### src/rtl/id_exe_stage_reg.sv
// ID/EXE pipeline register and processor status register (SR).
// Latches decoded operands and control from ID for the execute stage and
// captures ALU flags into SR for flag-setting instructions. Supports stall,
// hazard bubbles and branch flush, including a flush raised during a stall
// (remembered in flush_pending and applied when the stall releases).
// There is no valid/ready handshake here: stall is a global hold, and
// exe_valid qualifies every registered control bit.
module id_exe_stage_reg #(
    parameter int DW = 32,
    parameter int RW = 4
) (
    input  logic          clk,
    input  logic          rst,
    input  logic          stall,
    input  logic          hazard,
    input  logic          flush,
    input  logic          id_valid,
    input  logic [3:0]    id_exe_cmd,
    input  logic [DW-1:0] id_val_rn,
    input  logic [DW-1:0] id_val2,
    input  logic [RW-1:0] id_dest,
    input  logic          id_wb_en,
    input  logic          id_mem_r,
    input  logic          id_mem_w,
    input  logic          id_s,
    input  logic          id_b,
    input  logic [DW-1:0] id_pc,
    input  logic          alu_n,
    input  logic          alu_z,
    input  logic          alu_c,
    input  logic          alu_v,
    output logic          exe_valid,
    output logic [3:0]    exe_cmd,
    output logic [DW-1:0] exe_val_rn,
    output logic [DW-1:0] exe_val2,
    output logic [RW-1:0] exe_dest,
    output logic          exe_wb_en,
    output logic          exe_mem_r,
    output logic          exe_mem_w,
    output logic          exe_s,
    output logic          exe_b,
    output logic [DW-1:0] exe_pc,
    output logic          alu_cin,
    output logic [3:0]    sr
);

    // A flush seen while stalled, still waiting to squash the next load.
    logic flush_pending;

    // Squash: a live flush or one remembered across a stall.
    logic squash;
    // Bubble: squash or a data hazard; controls and valid are forced low.
    logic bubble;

    // Bubble selection for the next register load.
    always_comb begin
        squash = flush | flush_pending;
        bubble = squash | hazard;
    end

    // ID/EXE register: hold on stall, otherwise load ID with controls gated.
    always_ff @(posedge clk or negedge rst) begin
        if (!rst) begin
            exe_valid     <= 1'b0;
            exe_cmd       <= 4'd0;
            exe_val_rn    <= '0;
            exe_val2      <= '0;
            exe_dest      <= '0;
            exe_wb_en     <= 1'b0;
            exe_mem_r     <= 1'b0;
            exe_mem_w     <= 1'b0;
            exe_s         <= 1'b0;
            exe_b         <= 1'b0;
            exe_pc        <= '0;
            flush_pending <= 1'b0;
        end else if (stall) begin
            // Everything holds; only remember a flush for later.
            if (flush) begin
                flush_pending <= 1'b1;
            end
        end else begin
            // Data fields always follow ID; they are don't-care in a bubble.
            exe_cmd    <= id_exe_cmd;
            exe_val_rn <= id_val_rn;
            exe_val2   <= id_val2;
            exe_dest   <= id_dest;
            exe_pc     <= id_pc;
            if (bubble) begin
                exe_valid <= 1'b0;
                exe_wb_en <= 1'b0;
                exe_mem_r <= 1'b0;
                exe_mem_w <= 1'b0;
                exe_s     <= 1'b0;
                exe_b     <= 1'b0;
            end else begin
                exe_valid <= id_valid;
                exe_wb_en <= id_wb_en & id_valid;
                exe_mem_r <= id_mem_r & id_valid;
                exe_mem_w <= id_mem_w & id_valid;
                exe_s     <= id_s & id_valid;
                exe_b     <= id_b & id_valid;
            end
            if (squash) begin
                flush_pending <= 1'b0;
            end
        end
    end

    // Status register: commit flags of the instruction leaving EXE.
    always_ff @(posedge clk or negedge rst) begin
        if (!rst) begin
            sr <= 4'b0000;
        end else if (!stall && exe_valid && exe_s) begin
            sr <= {alu_n, alu_z, alu_c, alu_v};
        end
    end

    // Carry-in comes straight from SR; no bypass is needed because SR
    // updates on the same edge the next instruction enters EXE.
    always_comb begin
        alu_cin = sr[1];
    end

endmodule

### config.mk
export PLATFORM = sky130hd
export DESIGN_NAME = id_exe_stage_reg
export DESIGN_NICKNAME = d
export VERILOG_FILES = /design/src/rtl/id_exe_stage_reg.sv
export SDC_FILE = /design/constraint.sdc
export NUM_CORES = 1
export LEC_CHECK = 0
export ABC_AREA = 1
export BUFFER_PORTS_ARGS = -buffer_cell sky130_fd_sc_hd__buf_2
export CELL_PAD_IN_SITES_DETAIL_PLACEMENT = 1
export CELL_PAD_IN_SITES_GLOBAL_PLACEMENT = 2
export CORE_MARGIN = 5
export CORE_UTILIZATION = 24
export CTS_CLUSTER_DIAMETER = 30
export DETAILED_ROUTE_END_ITERATION = 7
export GPL_TIMING_DRIVEN = 0
export PLACE_DENSITY = 0.89
export RECOVER_POWER = 100
export SETUP_SLACK_MARGIN = 0.05
export SLEW_MARGIN = 30
export SYNTH_ARGS = -nofsm -noshare
export SYNTH_HDL_FRONTEND = slang
export SYNTH_SLANG_ARGS = --single-unit
### constraint.sdc
create_clock -name clk -period 1 [get_ports clk]
set_input_delay 0.15 -clock clk [delete_from_list [all_inputs] [get_ports clk]]
set_output_delay 0.15 -clock clk [all_outputs]
set_load 0.02 [all_outputs]
# Yosys cells after proc, flatten, opt, wreduce, memory -nomap -nowiden
# Cells that the tools add are included.
dict set report classes {
  n_eq_ne 1
  n_mux 9
  bitwise 7
  reduce_logical 5
}
# operator count
set ops {}
lappend ops {{$mux 1} 9}
lappend ops {{$and 1x1->1} 5}
lappend ops {{$logic_and 1x1->1} 2}
lappend ops {{$ne 2x1->1 const B} 1}
lappend ops {{$or 1x1->1} 2}
lappend ops {{$reduce_and 2->1} 1}
lappend ops {{$reduce_bool 2->1} 1}
lappend ops {{$logic_not 1->1} 1}
dict set report totals {
  ff_bits 115
  input_bits 119
  output_inout_bits 115
  elab_cells 35
}

# Depth between registers and ports, before layout
# Gate-level depths: netlist (run 1).
dict set report depth {
  word_depth 3
  depth_mapped 6
  mapped_depth_nobuf 4
}

# Worst setup path after synthesis (run 1)
# No wires, ideal clock.
dict set report synth_timing {
  path_type {register to register}
  from {register exe_valid}
  to {register sr[1]}
  setup_time_ns 0.118
  arrival_ns 0.773
  required_ns 0.882
  setup_slack_ns 0.110
  path_stages_with_launch 4
  path_buffers 0
  synth_period_minus_slack_ns 0.890
  path_cell_list {dfrtp_1 -> nand3_2 -> nand2_1 -> nand2_1}
}
dict set report synth_between {
  elab_chain_cells 2
}
# element line_no
set synth_lines {}
lappend synth_lines {{start, declared} 32} ;# output logic exe_valid,
lappend synth_lines {{start signal, assigned} 96} ;# exe_valid <= id_valid;
lappend synth_lines {{$logic_and 1x1->1 (2 in series)} 113} ;# end else if (!stall && exe_valid && exe_s) begin
lappend synth_lines {{end signal, assigned} 114} ;# sr <= {alu_n, alu_z, alu_c, alu_v};
lappend synth_lines {{end, declared} 44} ;# output logic [3:0] sr
# Every way passes these cells.
# A chain may end at the register's enable or synchronous reset.

# Worst setup path after layout (run 1)
dict set report layout_timing {
  from {register sr[1]}
  to {output port sr[1]}
}
# No word-level cell between the ends.

==> impl_metrics.yaml, run 1 <==
sta:
  relSlewSlack: 0.459
  whs_ps: -157
  drv_slew: 0
  rsz0062_at_grt: "true"
  setup_ws_ps: -187
  fmax_mhz: 843
  fin_crit_ps: 1190
  setup_viol: 115
  min_period_over_period: 1.19
  finalHoldViolations: 54
  skew_ps: 3.69
  worst_pin_slew_ps: 812
placed_design:
  pre_cts_slack_ps: -103
  io_buffer_count: 232
  gp_congestion: 0.728
  dp.cells: 961
  dpl.hpwl_microns: 11200
setup_path:
  cp-startpoint: "sr[1]$_DFFE_PN0P_"
  start_kind: "flip-flop"
  rr_startpoint: "exe_valid$_DFFE_PN0N_"
  worstPathRequired_ps: 850
  ff2ff_setup_slack_ps: 50
  cp.arrival_ps: 1040
  critical_path_class: "reg -> out"
  crit_end: "sr[1]"
  ff2ff_path_depth: 4
  critPathCaptureType: "output port"
  critical_path.max_fanout: 3
  timing.rr.end: "sr[3]$_DFFE_PN0P_"
pwr:
  powerDensity_nw_per_um2: 1680
  p_leak_uw: 0.00481
  power_frac_clock: 0.423
  power_frac_seq: 0.362
  p_comb_frac: 0.215
  ir_worst_vdd_mv: 1.10
  swShare: 0.263
  power.switching_uw: 3890
  internal_power_uw: 10900
global_route:
  antenna_found_initial: 3
  track_usage: 0.186
  grt_first_pass_wirelength_microns: 31300
  grt.overflow.total: 0
  grt_max_degree: 62
  grt_pass1_vias: 5702
die:
  design.die.area_sq_um: 21300
  dieWidth_microns: 146
  core_area_sq_um: 18100
  ios: 234
  initial_utilization: 0.246
  std_cell_rows: 49
  dieHeight_microns: 146
logic_synthesis:
  ys_seq_area_frac: 0.648
  synth_nets: 618
  syn_inst: 499
  yosysWarnings: 0
  synth_area_sq_um: 4440
  synth_seq_cells: 115
  synth_cell_types: 12
  synth_area_per_cell_sq_um: 8.91
  synth_top_area_share: 0.648
  synth_top_cell_by_area: "dfrtp_1"
  synth.area.top_cells: "dfrtp_1, nand2_1, buf_6, buf_2, nand3_1"
routing:
  ant_nets: 0
  dr.pass1.iters: 4
  drcViolationCount: 0
  drt-wirelength-per-cell_microns: 17.6
  via_per_inst: 4.33
  finalWirelength_microns: 20600
  vias: 5067
  first_iter_violations: 161
clock_tree:
  holdBufCountCts: 108
  insertion_delay_ps: 400
  cts_root_buf: "clkbuf_16"
  numCtsBuffers: 17
  clock-sinks: 115
  clk_pin_slew_ps: 50
  htree_num_levels: 4
  cts_tree: "yes"
  clk_path_buf_depth: 2
cells_and_area:
  area_delta_synth_final_pct: 98.8
  layout_common_cells: "nand2_1, buf_2, buf_6"
  finalNonFillerCells: 1171
  drive_above_1_share: 0.378
  finalCoreUtilization: 0.489
  nFillCells: 2072
  final_common_cell: "nand2_1"
  finalNetCount: 1047
status:
  status: "finished with violations"
  violations: "hold timing, setup timing"
run:
  max-cap-violations: 0
hold_path:
  min_path_type: "in -> async"
-- sequential cells by signal (all words and copies together) (netlist names) --
| register | flops |
|---|---|
| exe_b | 1 |
| exe_wb_en | 1 |
| flush_pending | 1 |
| exe_mem_w | 1 |
| exe_val2 | 32 |
| exe_val_rn | 32 |
| exe_dest | 4 |
| exe_mem_r | 1 |
| sr | 4 |
| exe_valid | 1 |
| exe_cmd | 4 |
| exe_s | 1 |
| exe_pc | 32 |
-- power groups by stage --
stage | Combinational (uW) | Sequential [uW] | Clock, uW
floorplan | 520 | 5820 | 0
global placement | 1950 | 5330 | 0
detailed placement | 2000 | 5330 | 0
CTS | 2960 | 5350 | 6450
global route | 3410 | 5410 | 6700
finish | 3180 | 5370 | 6280
-- metal layers --
metal  global-route usage  share of wire  vias to the layer above
li1                     -              -                     2366
met1                0.201           0.37                     2461
met2                0.336           0.53                      193
met3               0.0595          0.057                       47
met4               0.0771          0.038                        0
met5                    0              0                        -
-- final cells by class --
cell class                 instances  area [sq um]  share of cell area
antenna                            3          7.51            0.000849
buffer                            26           200              0.0227
clock buffer                      26           509              0.0576
clock inverter                     4          95.1              0.0108
inverter                           7          26.3             0.00297
multi-input combinational        351          1340               0.152
sequential                       115          2880               0.326
tap                              229           287              0.0324
timing repair buffer             410          3490               0.395
-- logic make-up (layout without fill, tap and decap cells) --
| kind of cell | count (synthesis) | count (layout) | share of synthesized area |
|---|---|---|---|
| buffers and inverters | 33 | 473 | 0.0507 |
| flip-flops | 115 | 115 | 0.648 |
| other | 0 | 3 | 0 |
| AND/OR/NAND/NOR | 351 | 351 | 0.302 |
-- Yosys cell counts --
library cell	number
clkbuf_1	4
dfrtp_1	115
buf_4	2
inv_1	6
inv_2	1
buf_2	9
nand4_1	4
buf_6	11
nand3_1	6
nand3_2	1
nand2_1	332
nor2_1	8
-- worst max-delay path: stages, from the launching register on --
cell	delay (ps)
dfrtp_1	390
buf_6	120
buf_6	120
-- stage by stage --
step / TNS [ps] / power (uW) / instance area, sq um
after floorplan: 0 / 6340 / 4440
after global placement: -210830 / 7270 / 5890
after detailed placement: -1140 / 7330 / 5930
after CTS: -12270 / 14800 / 8580
after global routing: -14860 / 15500 / 8840
final: -9890 / 14800 / 8840
-- timing repair --
item	4_1_cts	5_1_grt
setup endpoints to repair	121	122
buffers inserted	32	37
hold endpoints to repair	162	54
resized for setup	232	2
-- worst min-delay path by stage --
stage,to,slack (ps),cells after the start
global route,exe_val_rn[4]$_DFFE_PN0N_,-110,1
finish,exe_val_rn[4]$_DFFE_PN0N_,-160,1
detailed placement,exe_val_rn[4]$_DFFE_PN0N_,110,1
floorplan,exe_b$_DFFE_PN0N_,-150,0
global placement,exe_pc[7]$_DFFE_PN0N_,340,3
CTS,exe_val_rn[4]$_DFFE_PN0N_,-340,1
Power figures use the tool's default switching activity.
==> run 2: changes to the inputs <==
REMOVE_ABC_BUFFERS = 1   (was default)
==> run 2 against run 1 <==
Against the previous run:
- the flow still finishes with violations (hold timing, setup timing)
- routed wire length is 2.3% lower
- flip-flop and latch count is the same
- utilization down 0.44 points
- worst setup slack better by 57 ps
- critical path type unchanged
- critical endpoint is now alu_cin
- largest cell class unchanged
==> impl_metrics.yaml, run 2 (synthesis results as in run 1) <==
pwr:
  power_frac_seq: 0.366
  powerDensity_nw_per_um2: 1670
  power.switching_uw: 4020
  ir_worst_vdd_mv: 1.10
  swShare: 0.274
  p_leak_uw: 0.00476
  p_comb_frac: 0.217
  internal_power_uw: 10600
  power_frac_clock: 0.417
die:
  ios: 234
  std_cell_rows: 49
  core_area_sq_um: 18100
  dieWidth_microns: 146
  design.die.area_sq_um: 21300
  initial_utilization: 0.246
  dieHeight_microns: 146
global_route:
  grt_first_pass_wirelength_microns: 31100
  track_usage: 0.184
  grt_max_degree: 65
  grt_pass1_vias: 5509
  grt.overflow.total: 0
  antenna_found_initial: 1
status:
  violations: "hold timing, setup timing"
  status: "finished with violations"
setup_path:
  critical_path.max_fanout: 3
  path_cells: "buf_2"
  critical_path_class: "reg -> out"
  cp.arrival_ps: 980
  cpPeakStageDelay_ps: 400
  worstPathRequired_ps: 850
  cp.buffers_inverters: 1
  critPathCaptureType: "output port"
  cp_top_family: "flip-flops"
  start_kind: "flip-flop"
  slowest_stage: "dfrtp_1"
clock_tree:
  holdBufCountCts: 109
  clk_pin_slew_ps: 60
  cts_root_buf: "clkbuf_16"
  clk_path_buf_depth: 2
  numCtsBuffers: 17
  htree_num_levels: 4
  clock-sinks: 115
  insertion_delay_ps: 410
  cts_tree: "yes"
sta:
  setup_tns_ps: -12810
  setup_ws_ps: -129
  fmax_mhz: 885
  relSlewSlack: 0.485
  skew_ps: 7.96
  finalHoldViolations: 51
  min_period_over_period: 1.13
  setup_viol: 181
  worst_pin_slew_ps: 773
  drv_slew: 0
  rsz0062_at_grt: "true"
  whs_ps: -171
  fin_crit_ps: 1130
routing:
  vias: 4926
  drt-wirelength-per-cell_microns: 17.5
  finalWirelength_microns: 20100
  ant_nets: 0
  drcViolationCount: 0
  first_iter_violations: 119
  via_per_inst: 4.29
  dr.pass1.iters: 4
cells_and_area:
  final_common_cell: "nand2_1"
  drive_above_1_share: 0.371
  largestRegisters: "exe_pc (32), exe_val2 (32), exe_val_rn (32)"
  finalNetCount: 1025
  layout_common_cells: "nand2_1, buf_2, buf_6"
  final_area_sq_um: 8760
  finalCoreUtilization: 0.484
  area_delta_synth_final_pct: 97.1
placed_design:
  io_buffer_count: 233
  dpl.hpwl_microns: 10000
  gp_congestion: 0.701
  dpl_cell_area_sq_um: 5800
  pre_cts_slack_ps: -732
hold_path:
  min_path_type: "in -> async"
run:
  max-cap-violations: 0
[run 2: area by class of cell]
cell class	instances	area, sq um
antenna	1	2.50
clock buffer	23	488
fill	2034	9330
multi-input combinational	351	1350
timing repair buffer	414	3610
sequential	115	2880
inverter	7	31.3
clock inverter	9	103
tap	229	287
[run 2: final timing paths]
path / from / to / slack (ps) / cells after the start
setup / recovery: sr[1]$_DFFE_PN0P_ / alu_cin / -130 / 1
hold / removal: rst / exe_val2[28]$_DFFE_PN0N_ / -170 / 1
setup reg to reg: exe_val2[7]$_DFFE_PN0N_ / exe_val2[7]$_DFFE_PN0N_ / 50 / 4
hold reg to reg: exe_val2[25]$_DFFE_PN0N_ / exe_val2[25]$_DFFE_PN0N_ / 500 / 2
max in group asynchronous: rst / exe_valid$_DFFE_PN0N_ / 200 / 2
min in group clk: id_wb_en / exe_wb_en$_DFFE_PN0N_ / 50 / 5
[run 2: layer usage]
metal / track usage / share of wire
met1: 0.212 / 0.40
met2: 0.329 / 0.52
met3: 0.0539 / 0.062
met4: 0.0630 / 0.021
met5: 0 / 0
[run 2: through the flow]
| step | cells | power [uW] |
|---|---|---|
| floorplan | 473 | 6230 |
| global route | 1149 | 15300 |
| finish | 1149 | 14700 |
| CTS | 1109 | 14600 |
| global placement | 935 | 7200 |
| detailed placement | 938 | 7270 |
[run 2: repair_timing]
item	in CTS	in global routing
gates resized for setup	234	6
setup endpoints to repair	229	123
endpoints found under the hold margin	160	51
buffers inserted	27	39
cloned	3	0
[run 2: power groups by stage]
stage	logic (uW)	registers [uW]	clock network (uW)
after floorplan	403	5830	0
final	3180	5370	6110
after global routing	3410	5400	6530
after global placement	1880	5320	0
after detailed placement	1940	5330	0
after CTS	2950	5340	6270
